`src/rtl/regfile_writeback_queue_pkg.sv`:
```
// Shared definitions for the register-file writeback path.
//   REG_AW     : register address width (32 architectural registers)
//   XZR_IDX    : hard-wired zero register; writes to it are dropped
//   wb_entry_t : {rd, data} writeback record carried by the pipeline stages
package regfile_writeback_queue_pkg;
  localparam int                REG_AW  = 5;
  localparam logic [REG_AW-1:0] XZR_IDX = 5'd31;
  localparam int                WB_DW   = 64;

  typedef struct packed {
    logic [REG_AW-1:0] rd;
    logic [WB_DW-1:0]  data;
  } wb_entry_t;
endpackage

```
`src/rtl/regfile_writeback_queue_fwd_match.sv`:
```
// Youngest-match forwarding scan over the writeback queue storage.
//   tail_i : queue tail pointer (next free slot)
//   vld_i  : per-slot occupancy mask
//   rd_i   : per-slot destination register
//   data_i : per-slot result data
//   look_i : register being looked up
//   hit_o  : some pending entry targets look_i
//   fwd_o  : data of the youngest such entry, 0 when no hit
module wbq_fwd_match
  import regfile_writeback_queue_pkg::*;
#(
  parameter int DEPTH = 4,
  parameter int DW    = 64,
  parameter int PW    = $clog2(DEPTH)
) (
  input  logic [PW-1:0]                  tail_i,
  input  logic [DEPTH-1:0]               vld_i,
  input  logic [DEPTH-1:0][REG_AW-1:0]   rd_i,
  input  logic [DEPTH-1:0][DW-1:0]       data_i,
  input  logic [REG_AW-1:0]              look_i,
  output logic                           hit_o,
  output logic [DW-1:0]                  fwd_o
);

  logic [PW-1:0] idx;

  // Walk from the oldest slot (tail-DEPTH) to the youngest (tail-1); later
  // matches overwrite earlier ones so the youngest entry wins.
  always_comb begin
    hit_o = 1'b0;
    fwd_o = '0;
    idx   = '0;
    for (int i = DEPTH; i >= 1; i--) begin
      idx = tail_i - PW'(i);
      if (vld_i[idx] && (rd_i[idx] == look_i) && (look_i != XZR_IDX)) begin
        hit_o = 1'b1;
        fwd_o = data_i[idx];
      end
    end
  end

endmodule

```
`src/rtl/regfile_writeback_queue.sv`:
```
// In-order writeback queue in front of the register file write port.
//   Clk, ResetL               : clock, async active-low reset
//   MemValid/MemRd/MemData    : memory-stage (older) writeback request
//   MemReady                  : memory request accepted when valid
//   ExValid/ExRd/ExData       : execute-stage (younger) writeback request
//   ExReady                   : execute request accepted when valid
//   RW/BusW/RegWr             : register file write port, driven from head
//   LookA/B, HitA/B, FwdA/B   : forwarding lookups over pending entries
//   Count/Full/Empty          : occupancy status
module regfile_writeback_queue
  import regfile_writeback_queue_pkg::*;
#(
  parameter  int DEPTH = 4,
  parameter  int DW    = 64,
  localparam int PW    = $clog2(DEPTH),
  localparam int CW    = $clog2(DEPTH + 1)
) (
  input  logic              Clk,
  input  logic              ResetL,
  input  logic              MemValid,
  input  logic [REG_AW-1:0] MemRd,
  input  logic [DW-1:0]     MemData,
  output logic              MemReady,
  input  logic              ExValid,
  input  logic [REG_AW-1:0] ExRd,
  input  logic [DW-1:0]     ExData,
  output logic              ExReady,
  output logic [REG_AW-1:0] RW,
  output logic [DW-1:0]     BusW,
  output logic              RegWr,
  input  logic [REG_AW-1:0] LookA,
  output logic              HitA,
  output logic [DW-1:0]     FwdA,
  input  logic [REG_AW-1:0] LookB,
  output logic              HitB,
  output logic [DW-1:0]     FwdB,
  output logic [CW-1:0]     Count,
  output logic              Full,
  output logic              Empty
);

  logic [PW-1:0]                head_q, head_d, tail_q, tail_d, ex_slot;
  logic [CW-1:0]                count_q, count_d, free;
  logic [DEPTH-1:0][REG_AW-1:0] rd_q;
  logic [DEPTH-1:0][DW-1:0]     data_q;
  logic [DEPTH-1:0]             vld;
  logic [PW-1:0]                off;
  logic                         mem_push, ex_push, pop;
  logic [1:0]                   npush;

  // Space is judged on registered Count only; a same-cycle pop never frees
  // a slot, which keeps Ready independent of the drain path.
  assign free     = CW'(DEPTH) - count_q;
  assign MemReady = (free != '0);
  assign ExReady  = MemValid ? (free >= CW'(2)) : (free != '0);

  // XZR writes complete the handshake but allocate nothing.
  assign mem_push = MemValid & MemReady & (MemRd != XZR_IDX);
  assign ex_push  = ExValid  & ExReady  & (ExRd  != XZR_IDX);
  assign npush    = {1'b0, mem_push} + {1'b0, ex_push};
  assign pop      = (count_q != '0);

  // Ex lands behind Mem when both allocate, else at the tail itself.
  assign ex_slot  = tail_q + PW'(mem_push);
  assign head_d   = head_q + PW'(pop);
  assign tail_d   = tail_q + PW'(npush);
  assign count_d  = count_q + CW'(npush) - CW'(pop);

  // Slot s is occupied when its distance from head is below Count.
  always_comb begin
    vld = '0;
    off = '0;
    for (int s = 0; s < DEPTH; s++) begin
      off    = PW'(s) - head_q;
      vld[s] = (CW'(off) < count_q);
    end
  end

  always_ff @(posedge Clk or negedge ResetL) begin
    if (!ResetL) begin
      head_q  <= '0;
      tail_q  <= '0;
      count_q <= '0;
      rd_q    <= '0;
      data_q  <= '0;
    end else begin
      head_q  <= head_d;
      tail_q  <= tail_d;
      count_q <= count_d;
      for (int s = 0; s < DEPTH; s++) begin
        if (mem_push && (PW'(s) == tail_q)) begin
          rd_q[s]   <= MemRd;
          data_q[s] <= MemData;
        end else if (ex_push && (PW'(s) == ex_slot)) begin
          rd_q[s]   <= ExRd;
          data_q[s] <= ExData;
        end
      end
    end
  end

  assign RegWr = pop;
  assign RW    = pop ? rd_q[head_q]   : '0;
  assign BusW  = pop ? data_q[head_q] : '0;
  assign Count = count_q;
  assign Full  = (count_q == CW'(DEPTH));
  assign Empty = !pop;

  logic [1:0][REG_AW-1:0] look;
  logic [1:0]             hit;
  logic [1:0][DW-1:0]     fwd;

  assign look = {LookB, LookA};

  for (genvar g = 0; g < 2; g++) begin : g_fwd
    wbq_fwd_match #(.DEPTH(DEPTH), .DW(DW), .PW(PW)) u_match (
      .tail_i (tail_q),
      .vld_i  (vld),
      .rd_i   (rd_q),
      .data_i (data_q),
      .look_i (look[g]),
      .hit_o  (hit[g]),
      .fwd_o  (fwd[g])
    );
  end

  assign HitA = hit[0];
  assign FwdA = fwd[0];
  assign HitB = hit[1];
  assign FwdB = fwd[1];

endmodule

```
`config.mk`:
```
export PLATFORM = sky130hd
export DESIGN_NAME = regfile_writeback_queue
export DESIGN_NICKNAME = d
export VERILOG_FILES = /design/src/rtl/regfile_writeback_queue_pkg.sv /design/src/rtl/regfile_writeback_queue_fwd_match.sv /design/src/rtl/regfile_writeback_queue.sv
export SDC_FILE = /design/constraint.sdc
export NUM_CORES = 1
export LEC_CHECK = 0
export CAP_MARGIN = 20
export CORE_MARGIN = 2
export CORE_UTILIZATION = 40
export DETAILED_ROUTE_END_ITERATION = 16
export PLACE_DENSITY = 0.71
export SYNTH_ARGS = -nofsm -noshare
export SYNTH_HDL_FRONTEND = slang
export SYNTH_SLANG_ARGS = --single-unit
export TNS_END_PERCENT = 100
```
`constraint.sdc`:
```
create_clock -name Clk -period 4.9 [get_ports Clk]
set_input_delay 0.735 -clock Clk [delete_from_list [all_inputs] [get_ports Clk]]
set_output_delay 0.735 -clock Clk [all_outputs]
set_load 0.1 [all_outputs]
```
==> results of run 1 <==
## stage by stage
| step | TNS, ns | hold slack (ns) |
|---|---|---|
| after detailed placement | 0 | 0.5495 |
| after global placement | 0 | 0.5392 |
| after floorplan | -0.3874 | 0.4394 |
| final | -0.7202 | 0.2607 |
| after global routing | -5.587 | 0.3319 |
| after CTS | -0.2747 | 0.2816 |
## registers in the layout (all words and copies together), names as in the netlist
| register | cells |
|---|---|
| tail_q | 2 |
| head_q | 2 |
| Count | 3 |
| data_q | 256 |
| rd_q | 20 |
## what timing repair did
item / in CTS / in global routing
resized for setup: 18 / 81
buffers inserted: 7 / 18
cloned: 4 / 21
hold buffers: 0 / 0
endpoints found under the setup margin: 129 / 128
pin swaps: 8 / 46
## worst max-delay path: cells and delay by family, from the launching register on
kind / cells / cell delay (ns)
AO/OA/AOI/OAI: 2 / 0.65
XOR/XNOR: 1 / 0.19
adder cells (fa/ha/maj): 1 / 0.15
buffers and inverters: 3 / 0.49
flip-flops: 1 / 0.52
multiplexers: 1 / 0.61
AND/OR/NAND/NOR: 3 / 1.03
## layout by cell type, fill, tap and decap left out, types with 5 or more instances in the layout
master             n
mux4_2           284
nand2_4            5
ha_1              16
mux2_2            69
bufinv_16          7
buf_16            11
dfrtp_1          278
o21ai_0          207
a31oi_2           16
nand3_1           67
xor2_1             8
nor4b_1           60
clkbuf_1           7
clkdlybuf4s50_1  158
a311oi_4          63
a21oi_1          142
a221oi_4          62
nor3_2             8
buf_4            117
buf_6             11
o211a_1           62
clkinv_2           8
inv_1             16
nand2_1          270
mux2i_1          348
and2_1            69
diode_2           17
buf_12           161
nor3_1            55
nand3_2            5
nor2_1           202
clkbuf_16         53
a31oi_1           48
xnor2_1           36
## final cells by class
class,count,area (µm²),share of cell area
antenna,17,42.54,0.001115
clock buffer,50,1057,0.02771
clock inverter,18,274.0,0.007181
inverter,21,92.59,0.002426
multi-input combinational,2178,21860,0.5728
sequential,283,7098,0.1860
tap,940,1176,0.03082
timing repair buffer,478,6560,0.1719
## worst paths after layout
path	start	endpoint	slack, ns	cells after the start
max reg2reg	Count[1]$_DFF_PN0_	Count[2]$_DFF_PN0_	0.97	15
min reg2reg	data_q[196]$_DFFE_PN0P_	data_q[196]$_DFFE_PN0P_	0.57	2
min	ResetL	tail_q[0]$_DFF_PN0_	0.26	1
max	head_q[0]$_DFF_PN0_	FwdB[50]	-0.08	11
min in group Clk	data_q[196]$_DFFE_PN0P_	data_q[196]$_DFFE_PN0P_	0.57	2
max in group asynchronous	ResetL	data_q[39]$_DFFE_PN0P_	3.50	2
## routing by layer
layer  track usage  share of wire  wire, µm
met2        0.4698           0.47     52730
met3       0.06724          0.096     10810
met1        0.3705           0.38     43360
met4        0.1365          0.050      5678
met5             0        0.00087        98
## logic make-up after synthesis
group | share of synthesized area
multiplexers | 0.3804
buffers and inverters | 0.05448
XOR/XNOR | 0.01399
AO/OA/AOI/OAI | 0.1599
flip-flops | 0.2513
adder cells (fa/ha/maj) | 0.009146
AND/OR/NAND/NOR | 0.1307
==> results.rst, run 1 <==
.. list-table::
   :header-rows: 1

   * - Metric
     - Value
   * - Standard cell core area
     - ~0.07 mm²
   * - Cell at the slowest stage of the critical path
     - or4b_4
   * - #FFs+latches synth
     - between 200 and 300
   * - Routed WL per cell
     - 28.27 µm
   * - Slowest cell delay on critical path
     - about 0.64 ns
   * - 1st-pass router iterations
     - 6
   * - All-layer global routing usage
     - 0.2911
   * - Setup slack at placement
     - ~0.35 ns
   * - Clock-pin transition on the worst setup and hold timing paths
     - 0.07 ns
   * - TritonCTS clock tree
     - built
   * - Total Nets Final
     - between 3000 and 4000
   * - Full die area
     - approximately 0.073 mm²
   * - Final setup violation count
     - approximately 40
   * - Ordered cell list for the critical path
     - xnor2_4, inv_2, ha_4, nor2b_4, a31o_1, mux4_4, or4b_4, and2_4, buf_16, a221oi_4, buf_12
   * - Number of enable-type register cells in the synthesized netlist
     - 0
   * - Clk_lat worst skew
     - between 0.5 and 0.6 ns
   * - Boundary Pins
     - roughly 360
   * - Cts bufs inserted
     - 37
   * - Max Cap Violations
     - 0
   * - Warnings from Yosys
     - 0
   * - Worst-case clock buffer depth
     - 3
   * - Outcome
     - finished, violations left
   * - Minimum clock period
     - ~5 ns
   * - First-pass GRT wire length
     - between 150000 and 200000 µm
   * - Leading cell types by count after synthesis
     - mux2i_1, mux4_2, dfrtp_1
   * - Cell type contributing the most total cell area after synthesis
     - dfrtp_1
   * - Largest clock skew in the final design
     - approximately 0.038 ns
   * - Top post-synthesis cells by area
     - dfrtp_1, mux4_2, mux2i_1
   * - Height of the chip
     - 269.4 µm
   * - Instance area at placement
     - roughly 0.036 mm²
   * - Final global-route overflow total
     - 0
   * - Half-perimeter wire length of the detailed placement result
     - roughly 66000 µm
   * - Post-route cell area
     - 0.03816 mm²
   * - Weighted congestion reported at the end of routability-driven placement
     - approximately 0.88
   * - Top-area cell type share of the netlist area
     - 0.2513
   * - Arrival time at the worst endpoint
     - approximately 4.2 ns
   * - CTS sink cnt
     - between 200 and 300
   * - Peak clock frequency supported by timing
     - roughly 0.2 GHz
   * - Row cnt
     - slightly below 100
   * - Largest net degree at the start of global routing
     - around 130
   * - PnR worst setup slack
     - -0.07820 ns
   * - Worst hold-check path type
     - in -> async
   * - Critical path fanouts, max
     - 7
   * - Number of instances in the synthesized netlist
     - between 2000 and 3000
   * - Setup CP Type
     - reg -> out
   * - Post-synthesis area per instance
     - ~10 µm²
   * - Slew at the pin closest to its max-slew limit
     - ~1.1 ns
   * - Critical path data required time
     - 4.16 ns
   * - Antenna violations before repair
     - 23
   * - Initial DRC count
     - between 3000 and 4000
   * - Die width
     - around 270 µm
   * - Nature of the critical path endpoint
     - output port
   * - Fin util
     - 0.5459
   * - Hold violation total from the final report
     - 0
   * - Setup repair after global routing missed its margin
     - true
   * - Count of port buffers added during placement
     - between 300 and 400
   * - Non-Filler Instances
     - 3985
   * - Antenna viol nets, final
     - 0
   * - Share of synthesized area occupied by flip-flops and latches
     - 0.2513
   * - Cell with the most instances after synthesis
     - mux2i_1
   * - Synth unique cells
     - between 50 and 60
   * - Effective utilization at floorplan
     - 0.4031
   * - Synthesized cell area
     - 0.02818 mm²
   * - Post-detailed-route via-to-cell ratio
     - between 6 and 7
   * - Number of inserted filler cells in the final layout
     - just under 6000
   * - Fraction of final layout cells sized beyond drive strength 1
     - 0.3127
   * - Syn Nets
     - 2969
   * - Leading register cell type out of synthesis
     - dfrtp_1
   * - H-Tree Level Count
     - 2
   * - Proportion of synthesized flip-flops having asynchronous set or reset
     - 1.000
   * - Routed wire length
     - 112700 µm
   * - Detailed-route DRC error count
     - 0
   * - Clock root buffer master
     - clkbuf_16
   * - Final number of max-transition violations
     - 0
   * - Critical Path Start Type
     - flip-flop
   * - Routed via count
     - 26660
   * - Cell count after placement
     - about 3900
   * - Vias in the first global route
     - around 26000
   * - Violations in the final reports
     - negative setup slack
   * - Max transition margin
     - 0.2869
   * - Final worst path period share
     - 1.016
   * - Syn-to-layout area delta
     - 35.41%
Power of run 1 is not shown: default switching activity piles up to over one toggle a cycle in this logic, so the estimate is an artifact.
==> run 2: changes to the inputs <==
Settings changed: CORE_UTILIZATION 40 to 51, PLACE_DENSITY 0.71 to 0.84.
==> results.rst, run 2 (synthesized netlist as in run 1, its figures left out) <==
.. list-table::
   :header-rows: 1

   * - Metric
     - Value
   * - Clk_lat worst skew
     - 0.57 ns (was 0.58 ns)
   * - Total Nets Final
     - 3172 (was 3171)
   * - Initial DRC count
     - 3707 (was 3127)
   * - Setup repair after global routing missed its margin
     - true (unchanged)
   * - Leading cell type in the layout, fill and taps excluded
     - mux2i_1 (unchanged)
   * - Instance area at placement
     - 0.03530 mm² (was 0.03553 mm²)
   * - Slew at the pin closest to its max-slew limit
     - 1.203 ns (was 1.070 ns)
   * - Setup CP Type
     - reg -> out (unchanged)
   * - TritonCTS clock tree
     - built (unchanged)
   * - Final global-route overflow total
     - 0 (unchanged)
   * - Setup slack at placement
     - 0.3061 ns (was 0.3517 ns)
   * - Antenna violations before repair
     - 6 (was 23)
   * - Minimum clock period
     - 4.920 ns (was 4.978 ns)
   * - Count of port buffers added during placement
     - 358 (unchanged)
   * - PnR worst setup slack
     - -0.01967 ns (was -0.07820 ns)
   * - Largest net degree at the start of global routing
     - 128 (unchanged)
   * - Top reg by flops
     - data_q (unchanged)
   * - Ordered cell list for the critical path
     - xnor2_4, inv_2, ha_4, nor2b_4, a31o_1, mux4_4, or4b_4, and2_4, buf_16, a221oi_4, buf_12 (unchanged)
   * - Half-perimeter wire length of the detailed placement result
     - 66790 µm (was 65890 µm)
   * - Die width
     - 239.1 µm (was 269.4 µm)
   * - Cell count after placement
     - 3633 (was 3850)
   * - All-layer global routing usage
     - 0.3862 (was 0.2911)
   * - 1st-pass router iterations
     - 6 (unchanged)
   * - First-pass GRT wire length
     - 168800 µm (was 164900 µm)
   * - Nature of the critical path endpoint
     - output port (unchanged)
   * - Boundary Pins
     - 359 (unchanged)
   * - Full die area
     - 0.05715 mm² (was 0.07260 mm²)
   * - Final setup violation count
     - 2 (was 41)
   * - Post-detailed-route via-to-cell ratio
     - 7.500 (was 6.689)
   * - Top library cells by usage in the layout, fill and taps aside
     - mux2i_1, mux4_2, dfrtp_1, nand2_1, o21ai_0 (unchanged)
   * - Hold violation total from the final report
     - 0 (unchanged)
   * - Number of gates on the worst path with buffers counted
     - 11 (unchanged)
   * - Weighted congestion reported at the end of routability-driven placement
     - 0.8757 (was 0.8781)
   * - Detailed-route DRC error count
     - 0 (unchanged)
   * - Violations in the final reports
     - negative setup slack (unchanged)
   * - Max transition margin
     - 0.1977 (was 0.2869)
   * - Effective utilization at floorplan
     - 0.5135 (was 0.4031)
   * - Largest register FFs
     - 256 (unchanged)
   * - Max Cap Violations
     - 0 (unchanged)
   * - Clock root buffer master
     - clkbuf_16 (unchanged)
   * - Non-Filler Instances
     - 3733 (was 3985)
   * - Cts bufs inserted
     - 36 (was 37)
   * - Critical Path Start Type
     - flip-flop (unchanged)
   * - Antenna viol nets, final
     - 0 (unchanged)
   * - Critical path fanouts, max
     - 8 (was 7)
   * - Fraction of final layout cells sized beyond drive strength 1
     - 0.3224 (was 0.3127)
   * - Largest clock skew in the final design
     - 0.02515 ns (was 0.03801 ns)
   * - CTS sink cnt
     - 283 (unchanged)
   * - Syn-to-layout area delta
     - 33.33% (was 35.41%)
   * - Hold Buf Count CTS
     - 0 (unchanged)
   * - Arrival time at the worst endpoint
     - 4.18 ns (was 4.24 ns)
   * - Worst hold-check path type
     - in -> async (unchanged)
   * - Routed via count
     - 28000 (was 26660)
   * - H-Tree Level Count
     - 2 (unchanged)
   * - Height of the chip
     - 239.1 µm (was 269.4 µm)
   * - Outcome
     - finished, violations left (unchanged)
   * - Clock-pin transition on the worst setup and hold timing paths
     - 0.06 ns (was 0.07 ns)
   * - Final worst path period share
     - 1.004 (was 1.016)
   * - Row cnt
     - 86 (was 97)
   * - Peak clock frequency supported by timing
     - 0.2033 GHz (was 0.2009 GHz)
   * - Standard cell core area
     - 0.05488 mm² (was 0.06991 mm²)
   * - Critical path data required time
     - 4.16 ns (about the same)
   * - Worst path buffer plus inverter count
     - 3 (unchanged)
   * - Routed WL per cell
     - 30.74 µm (was 28.27 µm)
   * - Slowest cell delay on critical path
     - 0.63 ns (was 0.64 ns)
   * - Vias in the first global route
     - 28510 (was 26270)
   * - Cell at the slowest stage of the critical path
     - mux4_4 (was or4b_4)
   * - Final number of max-transition violations
     - 0 (unchanged)
   * - Hold WS
     - 0.2307 ns (was 0.2607 ns)
   * - Post-route cell area
     - 0.03757 mm² (was 0.03816 mm²)
   * - Worst r2r path cells
     - 9 (was 15)
   * - Worst-case clock buffer depth
     - 3 (unchanged)
   * - Worst path top cell family by delay
     - simple AND/OR/NAND/NOR gates (unchanged)
   * - Routed wire length
     - 114800 µm (was 112700 µm)
run 2: cell types whose count changed in the layout (fill, tap and decap cells not counted), moves of 4 or more:
cell       before  now
a31oi_1        48   63
a31oi_2        16    2
buf_12        161  154
buf_4         117  137
bufinv_16       7    3
clkbuf_16      53   45
diode_2        17    5
nand2_1       270  274
nand2_2         4    0
nand3_1        67   72
nand3_2         5    0
nor3_1         55    6
nor3_2          8   57
run 2: worst register-to-register path, delay by kind of cell (launching register included):
family	cells	cell delay, ns
compound gates	2	0.65
fa+ha+maj	2	0.51
buf+inv	3	0.95
flops	1	0.60
mux	1	0.29
simple gates	1	0.55
run 2: metrics by stage:
step,util,TNS [ns]
detailed placement,0.6433,0
global placement,0.6433,0
global route,0.6846,-1.084
floorplan,-,-0.3874
CTS,0.6715,0
finish,0.6847,-0.03154
run 2: area by class of cell:
| type | count | area, µm² |
|---|---|---|
| timing repair inverter | 1 | 8.758 |
| fill | 3774 | 17300 |
| sequential | 283 | 7098 |
| multi-input combinational | 2176 | 21950 |
| inverter | 21 | 102.6 |
| tap | 704 | 880.8 |
| clock buffer | 48 | 1039 |
| antenna | 5 | 12.51 |
| timing repair buffer | 481 | 6325 |
| clock inverter | 14 | 158.9 |
run 2: timing repair:
action,4_1_cts,5_1_grt
endpoints found under the hold margin,0,0
pin swaps,10,17
setup buffers,7,13
endpoints found under the setup margin,129,127
cloned,5,8
resized for setup,30,99
run 2: path summary, 6_finish.rpt:
path	start	to	slack (ns)
worst max-delay path	head_q[0]$_DFF_PN0_	FwdB[44]	-0.02
worst min-delay path	ResetL	rd_q[9]$_DFFE_PN0P_	0.23
worst max register to register	Count[0]$_DFF_PN0_	data_q[98]$_DFFE_PN0P_	1.19
worst min register to register	data_q[207]$_DFFE_PN0P_	data_q[207]$_DFFE_PN0P_	0.57
max in group asynchronous	ResetL	data_q[90]$_DFFE_PN0P_	3.43
min in group Clk	data_q[207]$_DFFE_PN0P_	data_q[207]$_DFFE_PN0P_	0.57
run 2: metal layers:
layer  share of wire  track usage
met1            0.34       0.4752
met2            0.45       0.6022
met3            0.13       0.1012
met4           0.074       0.2527
met5         0.00024            0
Power of run 2 is left out for the same reason.
==> patch: new RTL, settings of run 1 <==
The package constant `REG_AW` goes from 5 to 6.
--- a/src/rtl/regfile_writeback_queue_pkg.sv
+++ b/src/rtl/regfile_writeback_queue_pkg.sv
@@ -3,7 +3,7 @@
 //   XZR_IDX    : hard-wired zero register; writes to it are dropped
 //   wb_entry_t : {rd, data} writeback record carried by the pipeline stages
 package regfile_writeback_queue_pkg;
-  localparam int                REG_AW  = 5;
+  localparam int                REG_AW  = 6;
   localparam logic [REG_AW-1:0] XZR_IDX = 5'd31;
   localparam int                WB_DW   = 64;
 
Interface: changed (5 resized); port bits go from 359 to 364. The function was not compared with the original's and may differ.
==> patch against run 1 <==
  * Register-to-register slack better by 140 ps
  * Via count shrank 3.9%
  * Cell area decreased by 2.5%
  * Synthesized area barely moved
  * Sequential cell count rose by 4
  * First-iteration DRC count grew 5.0%
  * Routed wire length fell by 7.2%
  * Worst setup slack better by 150 ps
  * Largest cell class unchanged
Power is not shown: default switching activity piles up to over one toggle a cycle in this logic, so the estimate is an artifact.
==> patch: results (changes against run 1) <==
{| class="wikitable"
! Metric !! Value
|-
| Number of I/O port buffers || 363 (+1.4%)
|-
| Slowest stage cell, crit path || mux4_4
|-
| First-pass GRT wire length || 156,800 µm (-4.9%)
|-
| Max transition margin || 0.3243 (+0.03740)
|-
| Clock latency of the later-clocked register in the worst-skew pair || approximately 570 ps
|-
| Register with the highest flop count || data_q
|-
| Fraction of final layout cells sized beyond drive strength 1 || 0.3286 (+0.01586)
|-
| Maximum number of pins on one net before global-route repair || 143 (+12%)
|-
| Global-route total usage across every layer || 0.2760 (-0.01503)
|-
| Total number of nets in the final design || 3,042 (-4.1%)
|-
| Kind of path behind the tightest hold check || input pin to async pin
|-
| Root buffer selected by CTS || clkbuf_16
|-
| Drt first-iter violations || 3,284 (+5.0%)
|-
| Predominant post-synthesis flop cell || dfrtp_1
|-
| Maximum clock insertion buffer count || 3 (unchanged)
|-
| DP Worst Slack || 252.1 ps (-99.63 ps)
|-
| Seq/Total Area, Yosys || 0.2551 (+0.003801)
|-
| Cell types occupying the most area after synthesis || mux4_2, dfrtp_1, mux2i_1
|-
| Number of flip-flops in the largest register || 256 (unchanged)
|-
| FFs w/ async S/R, synth || 1.000 (unchanged)
|-
| Net count after synthesis || 2,826 (-4.8%)
|-
| Run status || finished, final reports clean
|-
| Clock-pin transition on the worst setup and hold timing paths || around 60 ps
|-
| Vias after detailed routing || 25,610 (-3.9%)
|-
| Detail Placement HPWL || 65,550 µm (-0.52%)
|-
| Yosys warning total || 0 (unchanged)
|-
| Maximum level of the CTS H-tree || 2 (unchanged)
|-
| List of most frequent post-synthesis cells || nor2_1, mux4_2, a21oi_1
|-
| Final RePlAce weighted congestion || 0.8767 (-0.16%)
|-
| Num CTS Buffers || 37 (unchanged)
|-
| Data arrival time at the worst-slack endpoint || 4090 ps (-150 ps)
|-
| Delay of the slowest cell on the worst path || 750 ps (+110 ps)
|-
| Total wire length after detailed routing || 104,600 µm (-7.2%)
|-
| Library cells used by synthesis || 51 (-7.3%)
|-
| Maximum clock skew at final layout || 21.35 ps (-16.65 ps)
|-
| Number of filler cells placed in the layout || 5,795 (-2.0%)
|-
| Antenna violations before repair || 5 (-78%)
|-
| Crit Path Max Fanout || 25 (+18)
|-
| First-pass DRT Iterations || 6 (unchanged)
|}
==> patch: changes by cell type in the layout (fill, tap and decap cells not counted), sizes merged, moves of 66 or more <==
cell    before  now
nand3       72    4
nor2       202  358
a21oi      144  290
mux2i      350  281
mux4       286  354
a221oi      62  128
o21ai      207    9
nor2b        3  129
nand2      279  139
o31ai        2  128
mux2        69    2
==> patch: metrics by stage <==
step                hold WS [ps]  area, µm²  TNS, ps    util  cells
detailed placement         602.3      35390        0  0.5062   3738
finish                     283.0      37210        0  0.5322   3832
global route               335.3      37210   -69.28  0.5322   3832
global placement           580.0      35390        0  0.5062   3738
CTS                        310.8      36690        0  0.5249   3802
floorplan                  439.4      29620   -313.4       -   2650
==> patch: worst max-delay path: cells and delay by family, from the launching register on <==
kind,cells,cell delay [ps]
AOI/OAI and AO/OA,4,870
xor gates and xnor gates,1,220
adders and majority gates,1,280
buffers and inverters,4,650
DFF,1,510
muxes,1,750
and+or+nand+nor,1,250
==> patch: timing repair <==
| action | CTS | global route |
|---|---|---|
| setup endpoints to repair | 41 | 102 |
| buffers inserted | 0 | 24 |
| pin swaps | 0 | 7 |
| gates cloned | 0 | 5 |
| gates resized for setup | 3 | 31 |
==> patch: final cells by class <==
cell class                 count  area share
tap                          940     0.03161
antenna                        1  0.00006726
inverter                      17    0.001715
multi-input combinational   2062      0.5740
clock buffer                  50     0.02976
clock inverter                14    0.004943
sequential                   287      0.1934
timing repair buffer         461      0.1644
==> patch: cell families (layout without fill, tap and decap cells) <==
kind of cell               count (synthesis)  in the layout  synth area share
AOI/OAI and AO/OA                        566            566            0.1547
xor gates and xnor gates                  51             51           0.01587
adders and majority gates                 20             20          0.009155
buffers and inverters                    301            542           0.04937
DFF                                      287            287            0.2551
muxes                                    637            637            0.3839
other                                      0              1                 0
and+or+nand+nor                          788            788            0.1319
==> patch: layer usage <==
metal | vias to the layer above | part of all wire | track usage
met2 | 1640 | 0.48 | 0.4514
met5 | - | 0.00050 | 0
met1 | 13050 | 0.37 | 0.3541
met3 | 344 | 0.093 | 0.05076
li1 | 10570 | - | -
met4 | 8 | 0.050 | 0.1333
==> patch: path summary, 6_finish.rpt <==
| path | cells after the start | end | from | slack, ps |
|---|---|---|---|---|
| max | 12 | FwdA[53] | head_q[0]$_DFF_PN0_ | 70 |
| min | 1 | data_q[249]$_DFFE_PN0P_ | ResetL | 280 |
| max reg2reg | 9 | data_q[79]$_DFFE_PN0P_ | tail_q[0]$_DFF_PN0_ | 1110 |
| min reg2reg | 2 | data_q[199]$_DFFE_PN0P_ | data_q[199]$_DFFE_PN0P_ | 610 |
| max in group asynchronous | 2 | data_q[176]$_DFFE_PN0P_ | ResetL | 3430 |
| min in group Clk | 2 | data_q[199]$_DFFE_PN0P_ | data_q[199]$_DFFE_PN0P_ | 610 |
